$ cat src/rtl/snake_pkg.sv
// Shared definitions for the snake body tracker slice: grid geometry,
// coordinate/length widths, direction encoding and start position defaults.
package snake_pkg;

  localparam int DEF_GRID_W  = 32;
  localparam int DEF_GRID_H  = 24;
  localparam int COORD_W     = 5;
  localparam int LEN_W       = 6;
  localparam int DEF_START_X = 16;
  localparam int DEF_START_Y = 12;

  // One-hot movement direction as produced by the head-movement stage.
  typedef enum logic [3:0] {
    DIR_UP    = 4'b0001,
    DIR_LEFT  = 4'b0010,
    DIR_RIGHT = 4'b0100,
    DIR_DOWN  = 4'b1000
  } dir_t;

  // True when a coordinate lies outside a grid of the given size.
  function automatic logic off_grid(input logic [COORD_W-1:0] x,
                                    input logic [COORD_W-1:0] y,
                                    input int                 grid_w,
                                    input int                 grid_h);
    logic [COORD_W:0] xe;
    logic [COORD_W:0] ye;
    xe = {1'b0, x};
    ye = {1'b0, y};
    return (xe >= (COORD_W+1)'(grid_w)) || (ye >= (COORD_W+1)'(grid_h));
  endfunction

endpackage

$ cat src/rtl/snake_body_tracker_if.sv
// Bus between the head/food stage, the renderer and the body tracker.
interface snake_body_tracker_if;
  import snake_pkg::*;

  logic               step;
  logic [COORD_W-1:0] head_x;
  logic [COORD_W-1:0] head_y;
  logic               grow;
  logic [COORD_W-1:0] query_x;
  logic [COORD_W-1:0] query_y;
  logic               occupied;
  logic               is_head;
  logic [LEN_W-1:0]   length;
  logic               game_over;
  logic               collide_wall;
  logic               collide_self;

  modport master (
    output step, head_x, head_y, grow, query_x, query_y,
    input  occupied, is_head, length, game_over, collide_wall, collide_self
  );

  modport slave (
    input  step, head_x, head_y, grow, query_x, query_y,
    output occupied, is_head, length, game_over, collide_wall, collide_self
  );

endinterface

$ cat src/rtl/snake_seg_match.sv
// Combinational compare of one coordinate against every stored segment;
// indices at or beyond limit are masked so stale entries never hit.
module snake_seg_match
  import snake_pkg::*;
#(
  parameter int MAX_LEN = 32
) (
  input  logic [COORD_W-1:0]              x,
  input  logic [COORD_W-1:0]              y,
  input  logic [MAX_LEN-1:0][COORD_W-1:0] seg_x,
  input  logic [MAX_LEN-1:0][COORD_W-1:0] seg_y,
  input  logic [LEN_W-1:0]                limit,
  output logic [MAX_LEN-1:0]              hit
);

  for (genvar i = 0; i < MAX_LEN; i++) begin : g_cmp
    assign hit[i] = (LEN_W'(i) < limit) && (seg_x[i] == x) && (seg_y[i] == y);
  end

endmodule

$ cat src/rtl/snake_body_tracker.sv
// Snake body tracker: keeps the ordered segment list, applies growth,
// detects wall/self collisions and answers renderer occupancy queries.
module snake_body_tracker
  import snake_pkg::*;
#(
  parameter int MAX_LEN  = 32,
  parameter int INIT_LEN = 3,
  parameter int GRID_W   = DEF_GRID_W,
  parameter int GRID_H   = DEF_GRID_H,
  parameter int START_X  = DEF_START_X,
  parameter int START_Y  = DEF_START_Y
) (
  input logic                 clk,
  input logic                 rst,
  snake_body_tracker_if.slave bus
);

  logic [MAX_LEN-1:0][COORD_W-1:0] seg_x_r;
  logic [MAX_LEN-1:0][COORD_W-1:0] seg_y_r;
  logic [LEN_W-1:0]                length_r;
  logic                            grow_pend_r;
  logic                            game_over_r;
  logic                            collide_wall_r;
  logic                            collide_self_r;
  logic                            occupied_r;
  logic                            is_head_r;

  logic                            step_ok_s;
  logic                            eff_grow_s;
  logic [LEN_W-1:0]                self_limit_s;
  logic [MAX_LEN-1:0]              self_hit_s;
  logic [MAX_LEN-1:0]              query_hit_s;
  logic                            wall_s;
  logic                            self_s;

  assign step_ok_s  = bus.step & ~game_over_r;
  assign eff_grow_s = (bus.grow | grow_pend_r) & (length_r < LEN_W'(MAX_LEN));
  assign wall_s     = off_grid(bus.head_x, bus.head_y, GRID_W, GRID_H);
  assign self_s     = |self_hit_s;

  // The tail only vacates its cell when the snake is not growing.
  always_comb begin
    self_limit_s = length_r;
    if (eff_grow_s) begin
      self_limit_s = length_r;
    end else begin
      self_limit_s = length_r - LEN_W'(1);
    end
  end

  snake_seg_match #(.MAX_LEN(MAX_LEN)) u_self_match (
    .x     (bus.head_x),
    .y     (bus.head_y),
    .seg_x (seg_x_r),
    .seg_y (seg_y_r),
    .limit (self_limit_s),
    .hit   (self_hit_s)
  );

  snake_seg_match #(.MAX_LEN(MAX_LEN)) u_query_match (
    .x     (bus.query_x),
    .y     (bus.query_y),
    .seg_x (seg_x_r),
    .seg_y (seg_y_r),
    .limit (length_r),
    .hit   (query_hit_s)
  );

  // Segment storage, length, grow latch and sticky collision flags.
  always_ff @(posedge clk or posedge rst) begin
    if (rst) begin
      for (int i = 0; i < MAX_LEN; i++) begin
        if (i < INIT_LEN) begin
          seg_x_r[i] <= COORD_W'(START_X - i);
          seg_y_r[i] <= COORD_W'(START_Y);
        end else begin
          seg_x_r[i] <= '0;
          seg_y_r[i] <= '0;
        end
      end
      length_r       <= LEN_W'(INIT_LEN);
      grow_pend_r    <= 1'b0;
      game_over_r    <= 1'b0;
      collide_wall_r <= 1'b0;
      collide_self_r <= 1'b0;
    end else if (step_ok_s) begin
      grow_pend_r <= 1'b0;
      if (wall_s || self_s) begin
        game_over_r    <= 1'b1;
        collide_wall_r <= collide_wall_r | wall_s;
        collide_self_r <= collide_self_r | self_s;
      end else begin
        for (int i = 1; i < MAX_LEN; i++) begin
          seg_x_r[i] <= seg_x_r[i-1];
          seg_y_r[i] <= seg_y_r[i-1];
        end
        seg_x_r[0] <= bus.head_x;
        seg_y_r[0] <= bus.head_y;
        length_r   <= length_r + LEN_W'(eff_grow_s);
      end
    end else if (bus.grow) begin
      grow_pend_r <= 1'b1;
    end else begin
      grow_pend_r <= grow_pend_r;
    end
  end

  // Renderer query: one-cycle registered occupancy against pre-step contents.
  always_ff @(posedge clk or posedge rst) begin
    if (rst) begin
      occupied_r <= 1'b0;
      is_head_r  <= 1'b0;
    end else begin
      occupied_r <= |query_hit_s;
      is_head_r  <= query_hit_s[0];
    end
  end

  assign bus.occupied     = occupied_r;
  assign bus.is_head      = is_head_r;
  assign bus.length       = length_r;
  assign bus.game_over    = game_over_r;
  assign bus.collide_wall = collide_wall_r;
  assign bus.collide_self = collide_self_r;

endmodule

$ cat src/flat_wrapper.sv
// flat-port wrapper written by rule: the top's interface ports become plain ports
module snake_body_tracker_flat import snake_pkg::*;
#(
  parameter int MAX_LEN  = 32,
  parameter int INIT_LEN = 3,
  parameter int GRID_W   = DEF_GRID_W,
  parameter int GRID_H   = DEF_GRID_H,
  parameter int START_X  = DEF_START_X,
  parameter int START_Y  = DEF_START_Y
)
  (clk, rst, bus_step, bus_head_x, bus_head_y, bus_grow, bus_query_x, bus_query_y, bus_occupied, bus_is_head, bus_length, bus_game_over, bus_collide_wall, bus_collide_self);
  snake_body_tracker_if bus_i ();
  input logic clk;
  input logic rst;
  input wire logic [$bits(bus_i.step)-1:0] bus_step;
  input wire logic [$bits(bus_i.head_x)-1:0] bus_head_x;
  input wire logic [$bits(bus_i.head_y)-1:0] bus_head_y;
  input wire logic [$bits(bus_i.grow)-1:0] bus_grow;
  input wire logic [$bits(bus_i.query_x)-1:0] bus_query_x;
  input wire logic [$bits(bus_i.query_y)-1:0] bus_query_y;
  output wire logic [$bits(bus_i.occupied)-1:0] bus_occupied;
  output wire logic [$bits(bus_i.is_head)-1:0] bus_is_head;
  output wire logic [$bits(bus_i.length)-1:0] bus_length;
  output wire logic [$bits(bus_i.game_over)-1:0] bus_game_over;
  output wire logic [$bits(bus_i.collide_wall)-1:0] bus_collide_wall;
  output wire logic [$bits(bus_i.collide_self)-1:0] bus_collide_self;
  assign bus_i.step = bus_step;
  assign bus_i.head_x = bus_head_x;
  assign bus_i.head_y = bus_head_y;
  assign bus_i.grow = bus_grow;
  assign bus_i.query_x = bus_query_x;
  assign bus_i.query_y = bus_query_y;
  assign bus_occupied = bus_i.occupied;
  assign bus_is_head = bus_i.is_head;
  assign bus_length = bus_i.length;
  assign bus_game_over = bus_i.game_over;
  assign bus_collide_wall = bus_i.collide_wall;
  assign bus_collide_self = bus_i.collide_self;
  snake_body_tracker #(.MAX_LEN(MAX_LEN), .INIT_LEN(INIT_LEN), .GRID_W(GRID_W), .GRID_H(GRID_H), .START_X(START_X), .START_Y(START_Y)) u_core (.clk(clk), .rst(rst), .bus(bus_i));
endmodule
$ cat config.mk
export PLATFORM = sky130hd
export DESIGN_NAME = snake_body_tracker_flat
export DESIGN_NICKNAME = d
export VERILOG_FILES = /design/src/rtl/snake_pkg.sv /design/src/rtl/snake_body_tracker_if.sv /design/src/rtl/snake_seg_match.sv /design/src/rtl/snake_body_tracker.sv /design/src/flat_wrapper.sv
export SDC_FILE = /design/constraint.sdc
export NUM_CORES = 1
export LEC_CHECK = 0
export CORE_ASPECT_RATIO = 0.6
export CORE_UTILIZATION = 55
export DETAILED_ROUTE_END_ITERATION = 12
export DONT_BUFFER_PORTS = 1
export PLACE_DENSITY = 0.79
export SLEW_MARGIN = 20
export SYNTH_ARGS = -nofsm -noshare
export SYNTH_HDL_FRONTEND = slang
export SYNTH_HIERARCHICAL = 1
export SYNTH_SLANG_ARGS = --single-unit
$ cat constraint.sdc
create_clock -name clk -period 10.9 [get_ports clk]
set_clock_uncertainty 0.15 [all_clocks]
set_input_delay 2.18 -clock clk [delete_from_list [all_inputs] [get_ports clk]]
set_output_delay 2.18 -clock clk [all_outputs]
set_load 0.1 [all_outputs]
# [Word-level counts from Yosys, hierarchy flattened]
# Cells that the tools add are included.
[word_totals] latch_bits=0 n_memories=0 reg_bits=332 word_cells=411 inputBits=24 romBits=0 ramBits=0
[classes] n_div=0 add_sub_neg=2 n_mul=0 order_cmp=66 n_reduce_logical=134 bitwise_logic=7 eq_ne=128 mux=3 shifts=0
[ops] cell="5-bit == test" count=128
[ops] cell="5-bit by 6-bit < comparator with 1-bit output (first input constant)" count=32
[ops] cell="1-bit logical AND" count=128
[ops] cell="4-bit by 6-bit < comparator with 1-bit output (first input constant)" count=16
[ops] cell="32-bit OR reduction" count=2
[ops] cell="3-bit by 6-bit < comparator with 1-bit output (first input constant)" count=8
[ops] cell="1-bit by 6-bit < comparator with 1-bit output (first input constant)" count=4
[ops] cell="2-bit by 6-bit < comparator with 1-bit output (first input constant)" count=4
[ops] cell="6-bit by 1-bit adder with 6-bit output" count=1
[ops] cell="6-bit < comparator (second input constant)" count=1
[ops] cell="6-bit 2-to-1 mux" count=1
[ops] cell="6-bit by 1-bit subtractor with 6-bit output (second input constant)" count=1
[ops] cell="5-bit greater-or-equal comparator (second input constant)" count=1
[ops] cell="2-bit AND reduction" count=2
[ops] cell="1-bit OR" count=3
[ops] cell="1-bit bitwise AND" count=2
[ops] cell="1-bit 2-to-1 mux" count=2
[ops] cell="1-bit NOT" count=2
[ops] cell="2-bit nonzero test" count=1
[ops] cell="1-bit logical OR" count=1

# [Logic depth before layout (Yosys ltp)]
# Gate-level depths: netlist of run 1.
[depth] word_depth=10 ltp_mapped=16

# [By module]
# Netlist of run 1, hierarchy kept.
[modules_own_cells] mod="snake_body_tracker" area_each_um2=14186.1 seq_area_each_um2=8328.0 cells_each=760 n_inst=1
[modules_own_cells] mod="snake_seg_match" area_each_um2=4078.9 seq_area_each_um2=0.0 cells_each=524 n_inst=2

# [Least setup slack after synthesis of run 1]
# No wires, ideal clock.
[synth_timing] path_type="input port to flip-flop" startpoint="input bus_grow" endpoint="register u_core/seg_x_r[107] in the netlist's numbering" stages=14 setup_slack_ps=5381 arrival_time_ps=5241 n_path_buf=2 path_cell_list="o21bai_1 nand2_1 nor3_1 xor2_1 or2_1 or3b_1 o21ai_0 nor2_1 nor4_1 nand4_2 nor3_4 buf_12 buf_12 mux2_1"
[synth_between] elab_chain_cells=10
[synth_lines] item="start: declaration" line="flat_wrapper.sv:18" rtl="input wire logic [$bits(bus_i.grow)-1:0] bus_grow;"
[synth_lines] item="1-bit OR" line="snake_body_tracker.sv:37" rtl="assign eff_grow_s = (bus.grow | grow_pend_r) & (length_r < LEN_W'(MAX_LEN));"
[synth_lines] item="1-bit bitwise AND" line="snake_body_tracker.sv:37"
[synth_lines] item="6-bit 2-to-1 mux" line="snake_body_tracker.sv:44" rtl="if (eff_grow_s) begin"
[synth_lines] item="named net u_core.self_limit_s[4]" line="snake_body_tracker.sv:30" rtl="logic [LEN_W-1:0] self_limit_s;"
[synth_lines] item="4-bit by 6-bit < comparator with 1-bit output" line="snake_seg_match.sv:17" rtl="assign hit[i] = (LEN_W'(i) < limit) && (seg_x[i] == x) && (seg_y[i] == y);"
[synth_lines] item="1-bit logical AND (2 in series)" line="snake_seg_match.sv:17"
[synth_lines] item="named net u_core.self_hit_s[9]" line="snake_body_tracker.sv:31" rtl="logic [MAX_LEN-1:0] self_hit_s;"
[synth_lines] item="32-bit OR reduction" line="snake_body_tracker.sv:39" rtl="assign self_s = |self_hit_s;"
[synth_lines] item="1-bit logical OR" line="snake_body_tracker.sv:88" rtl="if (wall_s || self_s) begin"
[synth_lines] item="1-bit NOT (no source line)"
[synth_lines] item="2-bit AND reduction (no source line)"
[synth_lines] item="end signal: indexed assignment" line="snake_body_tracker.sv:74" rtl="seg_x_r[i] <= COORD_W'(START_X - i);"
[synth_lines] item="end signal: indexed assignment" line="snake_body_tracker.sv:94" rtl="seg_x_r[i] <= seg_x_r[i-1];"
[synth_lines] item="end: declaration" line="snake_body_tracker.sv:18" rtl="logic [MAX_LEN-1:0][COORD_W-1:0] seg_x_r;"
# The timed path passes the listed nets, and every way through them passes these cells.
# A chain may end at the register's enable or synchronous reset.

# [Final worst setup path of run 1]
[layout_timing] startpoint="input bus_grow" endpoint="register u_core/seg_y_r[96] in the netlist's numbering"
[layout_between] elab_chain_cells=10
[layout_lines] item="1-bit OR" line="snake_body_tracker.sv:37"
[layout_lines] item="1-bit bitwise AND" line="snake_body_tracker.sv:37"
[layout_lines] item="6-bit 2-to-1 mux" line="snake_body_tracker.sv:44"
[layout_lines] item="named net u_core.self_limit_s[4]" line="snake_body_tracker.sv:30"
[layout_lines] item="4-bit by 6-bit < comparator with 1-bit output" line="snake_seg_match.sv:17"
[layout_lines] item="1-bit logical AND (2 in series)" line="snake_seg_match.sv:17"
[layout_lines] item="named net u_core.self_hit_s[10]" line="snake_body_tracker.sv:31"
[layout_lines] item="32-bit OR reduction" line="snake_body_tracker.sv:39"
[layout_lines] item="1-bit logical OR" line="snake_body_tracker.sv:88"
[layout_lines] item="1-bit NOT (no source line)"
[layout_lines] item="2-bit AND reduction (no source line)"
[layout_lines] item="end signal: indexed assignment" line="snake_body_tracker.sv:75" rtl="seg_y_r[i] <= COORD_W'(START_Y);"
[layout_lines] item="end signal: indexed assignment" line="snake_body_tracker.sv:95" rtl="seg_y_r[i] <= seg_y_r[i-1];"
[layout_lines] item="end: declaration" line="snake_body_tracker.sv:19" rtl="logic [MAX_LEN-1:0][COORD_W-1:0] seg_y_r;"
# The timed path passes the listed nets, and every way through them passes these cells.

==> results of run 1 <==
-- cell usage after synthesis, types with 3 or more instances --
| master | count | area share |
|---|---|---|
| a2111oi_0 | 10 | 0.0039 |
| a21oi_1 | 15 | 0.0034 |
| a311oi_1 | 6 | 0.0024 |
| a31oi_1 | 4 | 0.0011 |
| buf_12 | 33 | 0.030 |
| buf_2 | 56 | 0.013 |
| buf_4 | 6 | 0.0020 |
| buf_6 | 20 | 0.010 |
| buf_8 | 4 | 0.0027 |
| clkbuf_1 | 7 | 0.0012 |
| dfrtp_1 | 316 | 0.35 |
| dfstp_2 | 16 | 0.019 |
| ha_1 | 3 | 0.0017 |
| inv_1 | 8 | 0.0013 |
| mux2_1 | 30 | 0.015 |
| mux2_2 | 21 | 0.011 |
| mux2_4 | 269 | 0.18 |
| nand2_1 | 28 | 0.0047 |
| nand2b_1 | 3 | 0.00084 |
| nand3_1 | 21 | 0.0047 |
| nand4_1 | 105 | 0.029 |
| nor2_1 | 18 | 0.0030 |
| nor2b_1 | 3 | 0.00084 |
| nor3_1 | 32 | 0.0072 |
| nor4_1 | 66 | 0.018 |
| nor4_2 | 9 | 0.0050 |
| nor4_4 | 4 | 0.0038 |
| o2111ai_1 | 4 | 0.0016 |
| o211ai_1 | 6 | 0.0020 |
| o21ai_0 | 3 | 0.00067 |
| o21ai_1 | 6 | 0.0013 |
| or2_2 | 3 | 0.00084 |
| xnor2_1 | 465 | 0.18 |
| xor2_1 | 182 | 0.071 |
-- per-layer routing --
metal / share of wire / global-route usage
met2: 0.40 / 0.402
met4: 0.028 / 0.0815
met5: 0.00011 / 0
met1: 0.45 / 0.440
met3: 0.12 / 0.104
-- cell type report --
type / count / area [um^2] / share of cell area
inverters: 8 / 33.8 / 0.00147
repair buffers: 12 / 148 / 0.00644
multi-input cells: 1342 / 12700 / 0.554
flip-flops and latches: 332 / 8330 / 0.364
clock inverters: 13 / 145 / 0.00633
well taps: 522 / 653 / 0.0285
clock buffers: 45 / 908 / 0.0396
-- flip-flops by register name, summed over array words and instances, names as in the netlist --
name                     cells
u_core/bus.collide_wall      1
u_core/bus.occupied          1
u_core/bus.game_over         1
u_core/bus.collide_self      1
u_core/seg_y_r             160
u_core/seg_x_r             160
u_core/bus.is_head           1
u_core/bus.length            6
u_core/grow_pend_r           1
-- report_power, final --
group	leakage, nW	switching (mW)	internal, mW
combinational	4.15	0.290	0.317
clock	0.519	0.515	0.630
sequential	4.53	0.241	1.35
-- worst paths after layout --
kind,endpoint,depth (start not counted),slack [ns]
worst min-delay path,u_core/grow_pend_r,2,0.39
worst max register to register,u_core/seg_y_r[96],14,4.70
min in group asynchronous,u_core/seg_x_r[154],1,1.42
max in group asynchronous,u_core/bus.length[2],3,7.02
worst max-delay path,u_core/seg_y_r[96],13,4.36
worst min register to register,u_core/grow_pend_r,2,0.39
-- per-stage QoR --
step	instance area [um^2]	setup WS (ns)	utilization	cells
4_1_cts	22900	4.41	0.579	2273
3_5_place_dp	21800	3.82	0.552	2215
2_1_floorplan	22300	4.15	-	1808
3_3_place_gp	21800	3.95	0.552	2215
6_report	22900	4.36	0.580	2274
5_1_grt	22900	4.23	0.580	2274
-- cell families after synthesis --
| group | after synthesis | synth area share |
|---|---|---|
| simple gates | 310 | 0.0865 |
| flops | 332 | 0.373 |
| buf+inv | 134 | 0.0594 |
| xor+xnor | 647 | 0.254 |
| mux | 321 | 0.207 |
| compound gates | 61 | 0.0192 |
| fa+ha+maj | 3 | 0.00168 |
-- critical path, cell delays in order --
cell,delay [ns]
o21bai_1,0.24
nand2_1,0.16
nor3_1,0.21
xor2_1,0.18
or2_1,0.41
or3b_1,0.45
a21oi_1,0.26
nor3_1,0.13
nor4_2,0.51
nand4_2,0.43
nor3_4,0.37
buf_12,0.73
mux2_1,0.38
==> flow_summary.yaml, run 1 <==
final_layout:
  nets: 1754
  layout_commonest_cell: "xnor2_1"
  drive_above_1_share: 0.226
  mostFrequentLayoutCells: "xnor2_1 (465), dfrtp_1 (315), mux2_4 (269), xor2_1 (182), nand4_1 (105)"
  final.fill_count: 3071
  n_antenna_cell: 0
  area_growth_pct: 2.55
pwr:
  total_power_mw: 3.34
  vdd_drop_max_uv: 162
  p_leak_nw: 9.20
  p_per_area_mw_per_mm2: 146
floorplanning:
  rows: 56
  die_area_mm2: 0.0415
  io_pins: 35
  fp.coreArea_mm2: 0.0395
  start_util: 0.565
  die_width_um: 262
  die_y_um: 158
sta:
  post-route-period-util: 0.600
  relSlewSlack: 0.202
  tightest_slew_ns: 1.17
  setup_viol: 0
  rsz0062_at_grt: "no"
  max_freq_mhz: 153
  hold_violations: 0
  fin_hold_ws_ns: 0.388
  report.final.slew_viol_count: 0
  min_period_ns: 6.54
  fin_setup_tns_ns: 0
yosys:
  async_flop_share: 1.00
  synth-main-ff-cell: "dfrtp_1"
  syn_area_per_cell_um2: 12.4
  yosys.cell_types.count: 50
  synth_edf_count: 0
  yosysWarnings: 6
  syn-cell-area_mm2: 0.0223
  synth_seq_cells: 332
  ys_seq_area_frac: 0.373
  synthCells: 1808
  synth_nets: 1835
outcome:
  status: "complete, no violations"
run:
  max_cap_violations: 0
min_path:
  min_path_type: "reg -> reg"
  min-delay-start: "u_core/grow_pend_r"
global_route:
  grt_antenna_before_repair: 2
  grt_max_degree: 166
  grt_pass1_vias: 14400
  grt_pass1_wl_um: 92300
  grt-ovfl-total: 0
  grt_usage: 0.297
drt:
  drt_iter0_drc: 1939
  routedWlPerCell_um: 27.1
  dr.pass1.iters: 5
  ant_nets: 0
  drt_wl_total_um: 61700
  viasPerCell: 6.40
  vias: 14600
  drc_errors: 0
clocking:
  cts_tree: "built"
  path_clk_slew_ns: 0.07
  clockBufferDepth: 3
  cts_root_buf: "clkbuf_16"
  clock-sinks: 332
  postCtsResizedCells: 0
  cts_max_level: 1
  post-cts-setup-buffers: 0
  cts_hold_buf: 0
  clk_latency_ns: 0.61
  cts_buffers: 31
worst_setup_path:
  worstReg2RegStart: "u_core/bus.length[1]"
  cp-startpoint: "bus_grow"
  path_max_fanout: 143
  crit_path_start_kind: "input pin"
  worstPathArrival_ns: 6.89
  critPathRequiredTime_ns: 11.25
  crit_type: "in -> reg"
  end_kind: "flop"
place:
  dp_hpwl_um: 37800
  gp_congestion: 0.906
  place.port_buffers: 0
No activity file was read; power rests on OpenSTA's default activity.
==> run 2, diff against run 1 <==
==> constraint.sdc (replaced) <==
create_clock -name clk -period 5.8 [get_ports clk]
set_clock_uncertainty 0.15 [all_clocks]
set_input_delay 1.16 -clock clk [delete_from_list [all_inputs] [get_ports clk]]
set_output_delay 1.16 -clock clk [all_outputs]
set_load 0.1 [all_outputs]
==> run 2 against run 1 <==
  * Sequential power rose by 78%
  * Non-clock buffer count rose by 14
  * Via count rose by 1.0%
  * Critical path type is now reg -> reg
==> flow_summary.yaml, run 2 (same netlist as run 1, synthesis figures left out) <==
global_route:
  grt_pass1_vias: 14700
  grt_usage: 0.303
  grt-ovfl-total: 0
  grt_max_degree: 126
  grt_pass1_wl_um: 95000
  grt_antenna_before_repair: 0
floorplanning:
  io_pins: 35
  start_util: 0.565
  die_y_um: 158
  rows: 56
  die_width_um: 262
  fp.coreArea_mm2: 0.0395
  die_area_mm2: 0.0415
final_layout:
  regArea_mm2: 0.00833
  layout_commonest_cell: "xnor2_1"
  final_util: 0.583
  nets: 1768
  fin_cells: 2288
  area_growth_pct: 3.15
  final.fill_count: 3145
  multi_input_area_mm2: 0.0127
  n_antenna_cell: 0
  mostFrequentLayoutCells: "xnor2_1 (465), dfrtp_1 (315), mux2_4 (269), xor2_1 (182), nand4_1 (105)"
  drive_above_1_share: 0.231
sta:
  min_period_ns: 5.08
  tightest_slew_ns: 1.06
  setup_viol: 0
  fin_setup_tns_ns: 0
  setup_ws_ns: 0.723
  rsz0062_at_grt: "no"
  relSlewSlack: 0.274
  report.final.slew_viol_count: 0
  post-route-period-util: 0.875
  max_freq_mhz: 197
  hold_violations: 0
worst_setup_path:
  cp-startpoint: "u_core/bus.length[0]"
  path_delay_family: "simple AND/OR/NAND/NOR gates"
  critPathRequiredTime_ns: 6.14
  ff2ff_setup_slack_ns: 0.72
  crit_slowest_cell: "nor4_1"
  cpMostUsedCell: "mux2_2"
  r2r-end: "u_core/seg_y_r[117]"
  critPathMaxStageDelay_ns: 0.53
  end_kind: "flop"
  crit_path_start_kind: "flop"
  worstPathArrival_ns: 5.41
  crit_type: "reg -> reg"
  crit_chain: "or3_1 > nor3_1 > mux2_2 > or2_1 > or3b_1 > o21ai_0 > nor2_1 > nor4_1 > nand4_2 > nor3_4 > buf_4 > buf_12 > mux2_2"
  path_max_fanout: 50
  worstReg2RegStart: "u_core/bus.length[0]"
  r2r_cells: 13
  crit_buf_inv: 2
pwr:
  p_per_area_mw_per_mm2: 273
  vdd_drop_max_uv: 251
  p_leak_nw: 9.28
clocking:
  cts_tree: "built"
  path_clk_slew_ns: 0.07
  cts_buffers: 31
  clk_latency_ns: 0.61
  cts_max_level: 1
  clock-sinks: 332
  clockBufferDepth: 3
  cts_root_buf: "clkbuf_16"
  post-cts-setup-buffers: 0
  postCtsResizedCells: 0
  cts_hold_buf: 0
min_path:
  hold_depth: 2
  min-delay-start: "u_core/grow_pend_r"
  holdPathEnd: "u_core/grow_pend_r"
  min_path_type: "reg -> reg"
drt:
  drt_wl_total_um: 62500
  vias: 14700
  dr.pass1.iters: 5
  viasPerCell: 6.43
  drc_errors: 0
  routedWlPerCell_um: 27.3
  ant_nets: 0
  drt_iter0_drc: 1837
run:
  max_cap_violations: 0
place:
  place.port_buffers: 0
  place_inst: 2230
  dp_hpwl_um: 39100
  gp_congestion: 0.911
  pre_cts_ws_ns: 0.414
outcome:
  status: "complete, no violations"
[run 2: cell types whose count changed in the layout (fill, tap and decap cells not counted), sizes merged]
cell / before / now
clkinv: 7 / 8
clkbuf: 45 / 46
clkinvlp: 3 / 2
buf: 12 / 26
inv: 9 / 8
[run 2: report_power, final]
| group | internal [mW] | total [mW] | switching (mW) |
|---|---|---|---|
| Clock | 1.17 | 2.13 | 0.957 |
| Sequential | 2.53 | 2.83 | 0.305 |
| Combinational | 0.620 | 1.33 | 0.709 |
| Total | 4.32 | 6.29 | 1.97 |
[run 2: layout make-up]
cell class | count | area share
Clock buffer | 46 | 0.0396
Tap cell | 522 | 0.0283
Clock inverter | 12 | 0.00505
Multi-Input combinational cell | 1342 | 0.551
Timing Repair Buffer | 26 | 0.0135
Sequential cell | 332 | 0.361
Inverter | 8 | 0.00147
[run 2: metrics by stage]
stage	hold slack [ns]	cell area [um^2]	power (mW)
after floorplan	0.337	22300	3.88
after global placement	0.355	22000	4.09
after detailed placement	0.366	22000	4.14
after CTS	0.383	23000	6.26
after global routing	0.450	23000	6.48
final	0.391	23000	6.29
[run 2: how the worst max path moves through the flow]
| stage | end | depth (start not counted) |
|---|---|---|
| finish | u_core/seg_y_r[117] | 13 |
| global route | u_core/seg_y_r[115] | 13 |
| CTS | u_core/seg_y_r[128] | 13 |
| detailed placement | u_core/seg_y_r[128] | 12 |
| global placement | u_core/seg_y_r[115] | 15 |
| floorplan | u_core/bus.collide_self | 1 |
[run 2: metal layers]
metal  track usage  wire length [um]  vias up
met5             0                 0        -
met4        0.0812              1580        0
met3        0.0824              7530      124
met2         0.423             25200      910
met1         0.454             28200     7538
li1              -                 -     6138
[run 2: worst register-to-register path, cell delays in order (launching register included)]
cell and delay, ns:
dfstp_2 0.43, or3_1 0.35, nor3_1 0.17, mux2_2 0.48
or2_1 0.28, or3b_1 0.42, o21ai_0 0.20, nor2_1 0.06
nor4_1 0.53, nand4_2 0.42, nor3_4 0.30, buf_4 0.37
buf_12 0.37, mux2_2 0.43
==> run 3, diff against run 2 <==
--- a/config.mk
+++ b/config.mk
@@ -9,7 +9,7 @@
 export CORE_UTILIZATION = 55
 export DETAILED_ROUTE_END_ITERATION = 12
 export DONT_BUFFER_PORTS = 1
-export PLACE_DENSITY = 0.79
+export PLACE_DENSITY = 0.73
 export SLEW_MARGIN = 20
 export SYNTH_ARGS = -nofsm -noshare
 export SYNTH_HDL_FRONTEND = slang
==> run 3 against run 2 <==
  * First-iteration DRC count shrank 4.2%
  * Via count is 1.2% lower
  * Hold slack worse by 0.11 ns
  * Final cell count shrank 0.13%
  * Utilization rose by 0.13 points
  * Sequential cell count unchanged
  * Register-to-register slack got worse by 0.05 ns
  * Critical endpoint is now u_core/seg_y_r[135]
==> flow_summary.yaml, run 3 (same netlist as run 1, synthesis figures left out) <==
clocking:
  clk_latency_ns: 0.55
  post-cts-setup-buffers: 0
  cts_tree: "built"
  postCtsResizedCells: 0
  cts_max_level: 2
  cts_hold_buf: 0
  cts_buffers: 34
  clockBufferDepth: 3
  cts_root_buf: "clkbuf_16"
  clock-sinks: 332
  path_clk_slew_ns: 0.07
drt:
  ant_nets: 0
  dr.pass1.iters: 5
  drt_iter0_drc: 1759
  viasPerCell: 6.36
  drt_wl_total_um: 63400
  vias: 14500
  routedWlPerCell_um: 27.8
  drc_errors: 0
worst_setup_path:
  r2r-end: "u_core/seg_y_r[135]"
  crit_type: "reg -> reg"
  r2r_cells: 12
  critPathMaxStageDelay_ns: 0.86
  worstReg2RegStart: "u_core/bus.length[5]"
  critPathRequiredTime_ns: 6.06
  crit_chain: "o21bai_1 > nand2_1 > nor3_1 > xor2_1 > nor2b_1 > and3b_1 > a2111oi_0 > nor4_4 > nand4_4 > nor3_4 > buf_4 > mux2_2"
  path_max_fanout: 61
  path_delay_family: "simple AND/OR/NAND/NOR gates"
  crit_buf_inv: 1
  ff2ff_setup_slack_ns: 0.67
  crit_path_start_kind: "flop"
  end_kind: "flop"
  crit_slowest_cell: "buf_4"
  worstPathArrival_ns: 5.39
pwr:
  vdd_drop_max_uv: 260
  total_power_mw: 6.48
  p_leak_nw: 9.30
  p_per_area_mw_per_mm2: 281
floorplanning:
  die_y_um: 158
  die_width_um: 262
  start_util: 0.565
  rows: 56
  io_pins: 35
  fp.coreArea_mm2: 0.0395
  die_area_mm2: 0.0415
global_route:
  grt_pass1_vias: 14500
  grt-ovfl-total: 0
  grt_pass1_wl_um: 95800
  grt_max_degree: 187
  grt_usage: 0.309
  grt_antenna_before_repair: 4
run:
  max_cap_violations: 0
sta:
  fin_setup_tns_ns: 0
  post-route-period-util: 0.884
  setup_ws_ns: 0.673
  hold_violations: 0
  min_period_ns: 5.13
  max_freq_mhz: 195
  report.final.slew_viol_count: 0
  relSlewSlack: 0.248
  tightest_slew_ns: 1.10
  rsz0062_at_grt: "no"
  setup_viol: 0
min_path:
  min_path_type: "in -> async"
place:
  gp_congestion: 0.930
  dp_hpwl_um: 38700
  pre_cts_ws_ns: 0.384
  place.port_buffers: 0
final_layout:
  drive_above_1_share: 0.229
  area_growth_pct: 3.37
  layout_commonest_cell: "xnor2_1"
  mostFrequentLayoutCells: "xnor2_1 (465), dfrtp_1 (315), mux2_4 (269), xor2_1 (182), nand4_1 (105)"
  nets: 1767
outcome:
  status: "complete, no violations"
run 3: worst max path at each step:
| stage | start | to | slack (ns) | depth (start not counted) |
|---|---|---|---|---|
| after CTS | u_core/bus.length[5] | u_core/seg_y_r[143] | 0.77 | 12 |
| after global routing | u_core/bus.length[5] | u_core/seg_y_r[143] | 0.40 | 12 |
| after detailed placement | bus_grow | u_core/seg_y_r[127] | 0.38 | 12 |
| after floorplan | rst | u_core/bus.collide_self | 0.07 | 1 |
| final | u_core/bus.length[5] | u_core/seg_y_r[135] | 0.67 | 12 |
| after global placement | bus_grow | u_core/seg_y_r[143] | 0.42 | 12 |
run 3: report_power, final:
group	internal (mW)	leakage (nW)	switching (mW)
Sequential	2.53	4.53	0.319
Combinational	0.618	4.21	0.678
Clock	1.36	0.565	0.971
run 3: area by class of cell:
class                      count  area [um^2]
timing repair buffer          22          235
antenna                        1         2.50
clock inverter                 5         77.6
sequential                   332         8330
inverter                       8         33.8
tap                          522          653
multi-input combinational   1342        12700
clock buffer                  53         1080
fill                        3166        16400
run 3: stage by stage:
stage | hold slack, ns | instance area, um^2 | std cells | utilization
detailed placement | 0.371 | 21900 | 2225 | 0.554
CTS | 0.272 | 23100 | 2283 | 0.584
finish | 0.280 | 23100 | 2285 | 0.584
global route | 0.271 | 23100 | 2284 | 0.584
floorplan | 0.337 | 22300 | 1808 | -
global placement | 0.352 | 21900 | 2225 | 0.554
run 3: worst register-to-register path: cells and delay by family, from the launching register on:
kind	cells	cell delay, ns
AO/OA/AOI/OAI	2	0.50
XOR/XNOR	1	0.30
flip-flops	1	0.75
AND/OR/NAND/NOR	7	2.01
buffers and inverters	1	0.86
multiplexers	1	0.44
run 3: layer usage:
layer	track usage	up-vias	share of wire
li1	-	6144	-
met1	0.463	7443	0.46
met2	0.425	820	0.40
met3	0.0995	119	0.13
met4	0.0731	4	0.020
met5	0	-	0.00024
